===== config.mk =====
export PLATFORM = sky130hd
export DESIGN_NAME = tdc_meas_ctrl
export DESIGN_NICKNAME = d
export VERILOG_FILES = /design/src/rtl/tdc_pkg.sv /design/src/rtl/tdc_meas_ctrl.sv
export SDC_FILE = /design/constraint.sdc
export NUM_CORES = 1
export LEC_CHECK = 0
export BUFFER_PORTS_ARGS = -buffer_cell sky130_fd_sc_hd__buf_4
export CAP_MARGIN = 40
export CORE_ASPECT_RATIO = 1.25
export CORE_MARGIN = 3
export CORE_UTILIZATION = 40
export CTS_CLUSTER_DIAMETER = 100
export CTS_CLUSTER_SIZE = 24
export DETAILED_ROUTE_END_ITERATION = 7
export GPL_TIMING_DRIVEN = 0
export PLACE_DENSITY = 0.71
export SLEW_MARGIN = 10
export SYNTH_ARGS = -nofsm -noshare
export SYNTH_HDL_FRONTEND = slang
export SYNTH_SLANG_ARGS = --single-unit

===== constraint.sdc =====
create_clock -name clk -period 1.4 [get_ports clk]
set_input_delay 0.21 -clock clk [delete_from_list [all_inputs] [get_ports clk]]
set_output_delay 0.21 -clock clk [all_outputs]
set_load 0.005 [all_outputs]

===== src/rtl/tdc_pkg.sv =====
// Shared types and defaults for the TDC measurement controller.
package tdc_pkg;

    localparam int unsigned CntWDefault = 8;
    localparam int unsigned TagW        = 4;

    typedef enum logic [2:0] {
        StIdle,
        StClear,
        StArmed,
        StRun,
        StStore,
        StWait,
        StDone
    } tdc_state_e;

endpackage


===== src/rtl/tdc_meas_ctrl.sv =====
// Coarse-count TDC measurement sequencer with a result handshake.
// Optional run timeout enabled by defining TDC_MEAS_TIMEOUT_EN.
module tdc_meas_ctrl
    import tdc_pkg::*;
#(
    parameter int unsigned CNT_W   = CntWDefault,
    parameter int unsigned TIMEOUT = 250
) (
    input  logic             clk,
    input  logic             rst,
    input  logic             arm,
    input  logic             abort,
    input  logic             start_evt,
    input  logic             stop_evt,
    input  logic [CNT_W-1:0] count_in,
    output logic             cnt_rst,
    output logic             cnt_hit,
    output logic             cnt_store,
    output logic             busy,
    output logic [CNT_W-1:0] res_data,
    output logic             res_ovf,
    output logic [TagW-1:0]  res_tag,
    output logic             res_valid,
    input  logic             res_ready
);

    tdc_state_e state_q, state_d;
    logic       timeout_hit;

`ifdef TDC_MEAS_TIMEOUT_EN
    logic [CNT_W-1:0] run_cnt_q;
    logic             ovf_pend_q;
    logic             res_ovf_q;

    assign timeout_hit = (run_cnt_q == CNT_W'(TIMEOUT - 1));
    assign res_ovf     = res_ovf_q;

    always_ff @(posedge clk) begin
        if (rst) begin
            run_cnt_q  <= '0;
            ovf_pend_q <= 1'b0;
            res_ovf_q  <= 1'b0;
        end else begin
            if (state_q == StClear) begin
                run_cnt_q <= '0;
            end else if (state_q == StRun) begin
                run_cnt_q <= run_cnt_q + CNT_W'(1);
            end
            // A stop on the timeout cycle wins: the result is a genuine measurement.
            if (state_q == StRun && state_d == StStore) begin
                ovf_pend_q <= timeout_hit && !stop_evt;
            end else if (state_q == StClear) begin
                ovf_pend_q <= 1'b0;
            end
            if (state_q == StWait && state_d == StDone) begin
                res_ovf_q <= ovf_pend_q;
            end else if (state_d != StDone) begin
                res_ovf_q <= 1'b0;
            end
        end
    end
`else
    assign timeout_hit = 1'b0;
    assign res_ovf     = 1'b0;
`endif

    always_comb begin
        state_d = state_q;
        case (state_q)
            StIdle:  if (arm) state_d = StClear;
            StClear: state_d = StArmed;
            StArmed: begin
                if (start_evt && stop_evt) begin
                    state_d = StStore;
                end else if (start_evt) begin
                    state_d = StRun;
                end
            end
            StRun:   if (stop_evt || timeout_hit) state_d = StStore;
            StStore: state_d = StWait;
            StWait:  state_d = StDone;
            StDone:  if (res_ready) state_d = StIdle;
            default: state_d = StIdle;
        endcase
        if (abort) begin
            state_d = StIdle;
        end
    end

    // Outputs are registered decodes of the next state, so they track state_q exactly.
    always_ff @(posedge clk) begin
        if (rst) begin
            state_q   <= StIdle;
            cnt_rst   <= 1'b0;
            cnt_hit   <= 1'b0;
            cnt_store <= 1'b0;
            busy      <= 1'b0;
            res_valid <= 1'b0;
            res_data  <= '0;
            res_tag   <= '0;
        end else begin
            state_q   <= state_d;
            cnt_rst   <= (state_d == StClear);
            cnt_hit   <= (state_d == StRun);
            cnt_store <= (state_d == StStore);
            busy      <= (state_d != StIdle);
            res_valid <= (state_d == StDone);
            if (state_q == StWait && state_d == StDone) begin
                res_data <= count_in;
            end
            if (state_q == StDone && res_ready && !abort) begin
                res_tag <= res_tag + TagW'(1);
            end
        end
    end

endmodule

==> results of run 1 <==
==> stage by stage <==
step | area [um^2] | setup slack, ns | util
detailed placement | 1040 | -0.0194 | 0.575
floorplan | 783 | 0.0850 | -
CTS | 1110 | 0.0173 | 0.612
global route | 1120 | -0.0275 | 0.619
finish | 1120 | 0.0221 | 0.619
global placement | 1040 | 0.00348 | 0.575
==> routing by layer <==
metal | wire length, um | vias up
met5 | 0 | -
met4 | 17 | 0
met3 | 151 | 2
met2 | 775 | 23
met1 | 704 | 288
li1 | - | 332
==> synth_stat cells <==
cell / n
o21ba_4: 1
xnor2_1: 2
buf_2: 2
or2_2: 1
conb_1: 1
nand4b_1: 1
mux2i_1: 9
xor2_1: 1
o211ai_1: 1
buf_4: 1
nor3_1: 1
and3_1: 1
and3b_1: 1
ha_1: 1
nor4bb_1: 1
clkbuf_1: 1
nand3_1: 2
nor2_1: 17
dfxtp_1: 20
nand3b_1: 1
nor2b_1: 1
nor3b_1: 1
or3b_1: 1
o21ai_0: 1
a311o_1: 1
inv_1: 1
a31oi_1: 1
a32oi_1: 1
a32oi_2: 1
or2_1: 1
==> critical path, delay by kind of cell (launching register included) <==
family / cells / cell delay, ns
AOI/OAI and AO/OA: 2 / 0.42
DFF: 1 / 0.37
and+or+nand+nor: 2 / 0.55
==> registers in the layout (all words and copies together) (netlist names) <==
| signal | count |
|---|---|
| res_tag | 4 |
| res_data | 8 |
| cnt_store | 1 |
| cnt_rst | 1 |
| state_q | 3 |
| cnt_hit | 1 |
| res_valid | 1 |
| busy | 1 |
==> cells by family (layout without fill, tap and decap cells) <==
logic type	after synthesis	after routing
AOI/OAI and AO/OA	7	7
xor gates and xnor gates	3	3
adders and majority gates	1	1
buffers and inverters	5	41
DFF	20	20
muxes	9	9
other	1	1
and+or+nand+nor	30	30
==> power by group <==
part           total (mW)  switching [mW]  internal [mW]  leakage, nW
Clock               0.457           0.168          0.289       0.0279
Combinational      0.0802          0.0320         0.0482        0.296
Sequential          0.577         0.00364          0.573        0.163
==> timing repair <==
action | in CTS | in global routing
resized for setup | 4 | 5
gates cloned | 0 | 0
setup endpoints to repair | 10 | 12
setup buffers | 1 | 0
endpoints found under the hold margin | 0 | 0
pin swaps | 1 | 3
==> final cells by class <==
| class | count | area (um^2) | share of cell area |
|---|---|---|---|
| tap | 19 | 23.8 | 0.0212 |
| clock buffer | 3 | 22.5 | 0.0201 |
| inverter | 1 | 3.75 | 0.00335 |
| multi-input combinational | 51 | 368 | 0.328 |
| sequential | 20 | 405 | 0.362 |
| buffer | 4 | 26.3 | 0.0235 |
| timing repair buffer | 32 | 240 | 0.215 |
| clock inverter | 1 | 30.0 | 0.0268 |
==> path summary, 6_finish.rpt <==
path | startpoint | end | slack, ns | cells after the start
min | rst | res_data[3]$_SDFFE_PP0P_ | 0.09 | 2
min reg2reg | res_data[3]$_SDFFE_PP0P_ | res_data[3]$_SDFFE_PP0P_ | 0.51 | 2
max reg2reg | state_q[2]$_SDFF_PP0_ | cnt_store$_SDFF_PP0_ | 0.02 | 4
max | state_q[2]$_SDFF_PP0_ | cnt_store$_SDFF_PP0_ | 0.02 | 4
==> cell usage in the layout (no fill, tap or decap), types with 2 or more instances in the layout <==
cell type / count
nor2_1: 17
nand3_1: 2
mux2i_1: 9
clkbuf_4: 3
buf_4: 35
dfxtp_1: 18
xnor2_1: 2
==> impl_metrics.ini, run 1 <==
[critical_path]
max_stage_delay_ns = 0.44
cpMaxStageDelayCell = or3b_4
crit_type = reg2reg
worstSetupEndpointType = flip-flop
crit_chain = o21ba_4 -> a32oi_1 -> or3b_4 -> nor2b_1
crit_required_ns = 1.64
critPathMaxFanout = 7
start_kind = flip-flop
cp_data_arrival_time_ns = 1.61

[floorplanning]
core-area_mm2 = 0.00181
die_w_um = 45.6
initial_core_util = 0.433
rows = 17
die_area_mm2 = 0.00253
fp.dieH_um = 55.5
pin_count = 33

[global_route]
overflow = 0
grt.met1_usage = 0.180
grt_pass1_wl_um = 2790
grt_start_max_net_pins = 13
grt-busiest-layer = met2
use_met2 = 0.224
grt.total_usage = 0.142
antenna_found_initial = 0
use_met3 = 0.0358
first_global_vias = 657

[placement]
place.gp.congestion = 0.700
place.port_buffers = 31
placed_cells = 126

[power]
power_leakage_nw = 0.487
vdd_drop_max_v = 0.000709
power_density_mw_per_mm2 = 995
p_total_mw = 1.11

[finish]
final_cells = 131
areaGrowthSynthToFinish_pct = 43.0
n_antenna_cell = 0
nFillCells = 168
final_layout_size_suffix_gt1_frac = 0.411
fin_nets = 129

[synth]
synth_top_family_by_area = simple AND/OR/NAND/NOR gates
synthCells = 76
syn_avg_cell_area_um2 = 10.3
synth_area_leaders = dfxtp_1 (51%), mux2i_1 (12%), nor2_1 (8.1%)
synth_seq_cells = 20
yosysWarnings = 0
synth_xor_area_frac = 0.0335
synth_cell_types = 30
synth.top_cell.area_share = 0.511
synthMuxAreaShare = 0.115
synth_nets = 92
synth.cell_area_um2 = 783
synth-compound-area-share = 0.0895
synthAdderAreaFrac = 0.0160
synth-simple-area-share = 0.198
yosysTopAreaCell = dfxtp_1
seq_area_frac_synth = 0.511

[run]
max_cap_violations = 0

[timing]
fmax_mhz = 726
fin_crit_ns = 1.38
finalSetupTns_ns = 0
rsz0062_at_grt = yes
fin_worst_hold_slack_ns = 0.0931
report.final.slew_viol_count = 0
hold_viol_final = 0
skew_ns = 0.00134
min_period_over_period = 0.984
finalSetupViolCount = 0

[routing]
dr.pass1.iters = 2
drc = 0
wire_per_inst_um = 12.6
drt_iter0_drc = 7
routed_wl_um = 1650
avgViaCountPerCell = 4.92
vias = 645
drtAntennaViolNets = 0

[worst_hold_path]
hp-class = in2reg

[cts]
numCtsBuffers = 3
clockBufferDepth = 2
clock_latency_ns = 0.29
cts_htree_levels = 1
cts-root-buf = clkbuf_4
hold_buffers = 0
clk_pin_slew_worst_paths_ns = 0.11
cts_sinks = 20
cts_tree = yes

[run_status]
outcome = completed
Power figures use the tool's default switching activity.
==> inputs of run 2 (changes only) <==
RECOVER_POWER = 100   (was unset)
==> run 2 against run 1 <==
Against the previous run: maximum frequency is essentially flat; total power is essentially flat; critical path type unchanged; combinational power is essentially flat; flip-flop and latch count is the same; clock skew is essentially flat; critical path depth is the same; die area is the same.
==> impl_metrics.ini, run 2 (synthesized netlist as in run 1, its figures left out) <==
[run_status]
outcome = completed

[timing]
fmax_mhz = 725
rsz0062_at_grt = yes
finalSetupTns_ns = 0
fin_crit_ns = 1.38
min_period_over_period = 0.985
hold_viol_final = 0
report.final.slew_viol_count = 0
finalSetupViolCount = 0
skew_ns = 0.00127

[global_route]
grt_pass1_wl_um = 2790
antenna_found_initial = 0
grt_start_max_net_pins = 13
first_global_vias = 657
overflow = 0
grt.total_usage = 0.142

[critical_path]
critPathMaxFanout = 7
worstSetupEndpointType = flip-flop
cpMaxStageDelayCell = or3b_4
max_stage_delay_ns = 0.44
crit_required_ns = 1.64
cp_data_arrival_time_ns = 1.62
r2r_slack_ns = 0.02
crit_chain = o21ba_4 -> a32oi_1 -> or3b_4 -> nor2b_1
start_kind = flip-flop
crit_type = reg2reg

[routing]
drt_iter0_drc = 7
vias = 647
drc = 0
avgViaCountPerCell = 4.94
routed_wl_um = 1630
drtAntennaViolNets = 0
wire_per_inst_um = 12.4
dr.pass1.iters = 2

[cts]
numCtsBuffers = 3
clock_latency_ns = 0.29
cts_tree = yes
cts_htree_levels = 1
clockBufferDepth = 2
clk_pin_slew_worst_paths_ns = 0.11
cts_sinks = 20
cts-root-buf = clkbuf_4

[finish]
final_common_cell = clkbuf_4
final_layout_size_suffix_gt1_frac = 0.411
final_cell_mix = clkbuf_4 (20), buf_4 (18), dfxtp_1 (18)
final_cell_area_mm2 = 0.00112
areaGrowthSynthToFinish_pct = 43.0
n_antenna_cell = 0
largest_register_ffs = 8
top_regs = res_data (8), res_tag (4), state_q (3)
fin_nets = 129
largest_register = res_data

[floorplanning]
die_area_mm2 = 0.00253
rows = 17
die_w_um = 45.6
pin_count = 33
core-area_mm2 = 0.00181
fp.dieH_um = 55.5
initial_core_util = 0.433

[placement]
place.gp.congestion = 0.700
place_area_mm2 = 0.00104
place.port_buffers = 31

[power]
power_density_mw_per_mm2 = 995
power_leakage_nw = 0.477
p_total_mw = 1.11
vdd_drop_max_v = 0.000709

[worst_hold_path]
hp-class = in2reg

[run]
max_cap_violations = 0
[run 2: worst max-delay path, delay by kind of cell, from the launching register on]
family          cells  cell delay, ns
flops               1            0.37
simple gates        2            0.55
compound gates      2            0.42
[run 2: power breakdown]
part / switching [mW] / total, mW / leakage [nW] / internal (mW)
sequential: 0.00356 / 0.577 / 0.163 / 0.573
clock: 0.168 / 0.457 / 0.0279 / 0.289
combinational: 0.0320 / 0.0799 / 0.286 / 0.0479
[run 2: worst paths after layout]
| path | cells past startpoint | from | end |
|---|---|---|---|
| min | 2 | rst | res_data[3]$_SDFFE_PP0P_ |
| min reg2reg | 2 | res_data[6]$_SDFFE_PP0P_ | res_data[6]$_SDFFE_PP0P_ |
| max reg2reg | 4 | state_q[2]$_SDFF_PP0_ | cnt_store$_SDFF_PP0_ |
| max | 4 | state_q[2]$_SDFF_PP0_ | cnt_store$_SDFF_PP0_ |
[run 2: stage by stage]
stage | utilization | setup slack [ns] | instances | hold WS (ns)
final | 0.619 | 0.0208 | 131 | 0.0932
after global routing | 0.619 | -0.0275 | 131 | 0.0676
after CTS | 0.612 | 0.0173 | 131 | 0.0840
after detailed placement | 0.575 | -0.0194 | 126 | 0.406
after global placement | 0.575 | 0.00348 | 126 | 0.400
after floorplan | - | 0.0850 | 76 | 0.282
[run 2: layout make-up]
cell class / instances / area, um^2
Fill cell: 168 / 688
Sequential cell: 20 / 405
Multi-Input combinational cell: 51 / 368
Timing Repair Buffer: 32 / 240
Clock inverter: 1 / 30.0
Buffer: 4 / 26.3
Tap cell: 19 / 23.8
Clock buffer: 3 / 22.5
Inverter: 1 / 3.75
[run 2: what timing repair did]
action | CTS | global route
pin swaps | 1 | 3
setup endpoints to repair | 10 | 12
hold buffers | 0 | 0
gates cloned | 0 | 0
setup buffers | 1 | 0
gates resized for setup | 4 | 5
[run 2: routing by layer]
| layer | GRT usage | up-vias | share of wire |
|---|---|---|---|
| li1 | - | 332 | - |
| met1 | 0.180 | 290 | 0.43 |
| met2 | 0.224 | 23 | 0.47 |
| met3 | 0.0358 | 2 | 0.088 |
| met4 | 0.0502 | 0 | 0.010 |
| met5 | 0 | - | 0 |
==> inputs of run 3 (changes only) <==
BUFFER_PORTS_ARGS = unset   (was -buffer_cell sky130_fd_sc_hd__buf_4)
CORE_ASPECT_RATIO = unset   (was 1.25)
CORE_UTILIZATION = 52   (was 40)
DONT_BUFFER_PORTS = 1   (was unset)
PLACE_DENSITY = 0.7   (was 0.71)
==> run 3 against run 2 <==
Against the previous run: clock-buffer cell count rose by 1; hold slack got worse by 0.028 ns; cell count fell by 26%; total power fell by 16%; non-clock buffer count fell by 30; largest power group unchanged; highest routed layer is now met3.
==> impl_metrics.ini, run 3 (synthesized netlist as in run 1, its figures left out) <==
[run_status]
outcome = completed

[timing]
min_period_over_period = 0.985
hold_viol_final = 0
fmax_mhz = 726
fin_crit_ns = 1.38
finalSetupViolCount = 0
skew_ns = 0.00104
rsz0062_at_grt = yes
report.final.slew_viol_count = 0

[routing]
routed_wl_um = 1290
drtAntennaViolNets = 0
drc = 0
avgViaCountPerCell = 5.47
drt_iter0_drc = 1
vias = 531
wl_met1_um = 598
highest_layer = met3
dr.pass1.iters = 2
wire_per_inst_um = 13.3
dr_wl_met2_um = 564
wl_met3_um = 128

[critical_path]
critPathMaxFanout = 6
cpMaxStageDelayCell = or3b_4
cp_data_arrival_time_ns = 1.61
start_kind = flip-flop
max_stage_delay_ns = 0.41
crit_chain = o21ba_4 -> a32oi_2 -> or3b_4 -> nor2b_1
crit_type = reg2reg
crit_required_ns = 1.63
cpLargestDelayFamily = simple AND/OR/NAND/NOR gates
crit_buf_inv = 0
worstSetupEndpointType = flip-flop

[global_route]
grt.total_usage = 0.130
grt_pass1_wl_um = 1930
first_global_vias = 466
antenna_found_initial = 0
overflow = 0
grt_start_max_net_pins = 12

[cts]
clk_pin_slew_worst_paths_ns = 0.10
cts_htree_levels = 1
numCtsBuffers = 3
cts_tree = yes
cts-root-buf = clkbuf_4
clock_latency_ns = 0.29
clockBufferDepth = 2
cts_sinks = 20

[floorplanning]
core-area_mm2 = 0.00135
die_w_um = 44.8
rows = 13
initial_core_util = 0.580
die_area_mm2 = 0.00201
fp.dieH_um = 44.8
pin_count = 33

[finish]
final_common_cell = dfxtp_1
largest_register_ffs = 8
n_antenna_cell = 0
final_cells = 97
top_regs = res_data (8), res_tag (4), state_q (3)
final_cell_mix = dfxtp_1 (18), nor2_1 (17), mux2i_1 (9)
fin_nets = 99
utilization = 0.651
areaGrowthSynthToFinish_pct = 12.1
final_layout_size_suffix_gt1_frac = 0.183
largest_register = res_data
final_cell_area_um2 = 878

[power]
p_total_mw = 0.934
power_leakage_nw = 0.323
vdd_drop_max_v = 0.000491
power_density_mw_per_mm2 = 1060

[placement]
hpwlAfterDp_um = 927
placed_cells = 91
place.port_buffers = 0
place_area_um2 = 802
place.gp.congestion = 0.749

[worst_hold_path]
hp-class = in2reg

[run]
max_cap_violations = 0
-- run 3: final timing paths --
check,cells past startpoint,from,end,slack (ns)
setup / recovery,4,state_q[0]$_SDFF_PP0_,cnt_store$_SDFF_PP0_,0.02
hold / removal,2,count_in[4],res_data[4]$_SDFFE_PP0P_,0.07
hold reg to reg,2,res_data[4]$_SDFFE_PP0P_,res_data[4]$_SDFFE_PP0P_,0.53
setup reg to reg,4,state_q[0]$_SDFF_PP0_,cnt_store$_SDFF_PP0_,0.02
-- run 3: metal layers --
| metal | vias up | track usage |
|---|---|---|
| met3 | 0 | 0.0438 |
| met1 | 234 | 0.173 |
| met5 | - | 0 |
| li1 | 276 | - |
| met4 | 0 | 0.0526 |
| met2 | 21 | 0.192 |
-- run 3: layout make-up --
| class | count | area [um^2] |
|---|---|---|
| plain buffers | 4 | 26.3 |
| repair buffers | 2 | 17.5 |
| fillers | 120 | 472 |
| well taps | 15 | 18.8 |
| clock buffers | 4 | 36.3 |
| flip-flops and latches | 20 | 408 |
| inverters | 1 | 3.75 |
| multi-input cells | 51 | 368 |
-- run 3: through the flow --
step                      hold WS, ns  worst slack (ns)  TNS, ns
after CTS                      0.0566            0.0119        0
after floorplan                 0.282            0.0850        0
final                          0.0657            0.0217        0
after global placement          0.284           0.00694        0
after global routing           0.0524           -0.0477   -0.297
after detailed placement        0.285          -0.00776  -0.0215
-- run 3: timing repair --
action | 4_1_cts | 5_1_grt
hold buffers | 1 | 0
endpoints found under the setup margin | 10 | 11
cloned | 0 | 0
buffers inserted | 0 | 1
pin swaps | 0 | 3
resized for setup | 3 | 5
hold endpoints to repair | 2 | 0
-- run 3: power by group --
group          switching (mW)  internal (mW)  total, mW  leakage, nW
registers             0.00430          0.571      0.576        0.163
logic                  0.0211         0.0208     0.0419        0.139
clock network           0.159          0.158      0.317       0.0210
total                   0.184          0.750      0.934        0.323
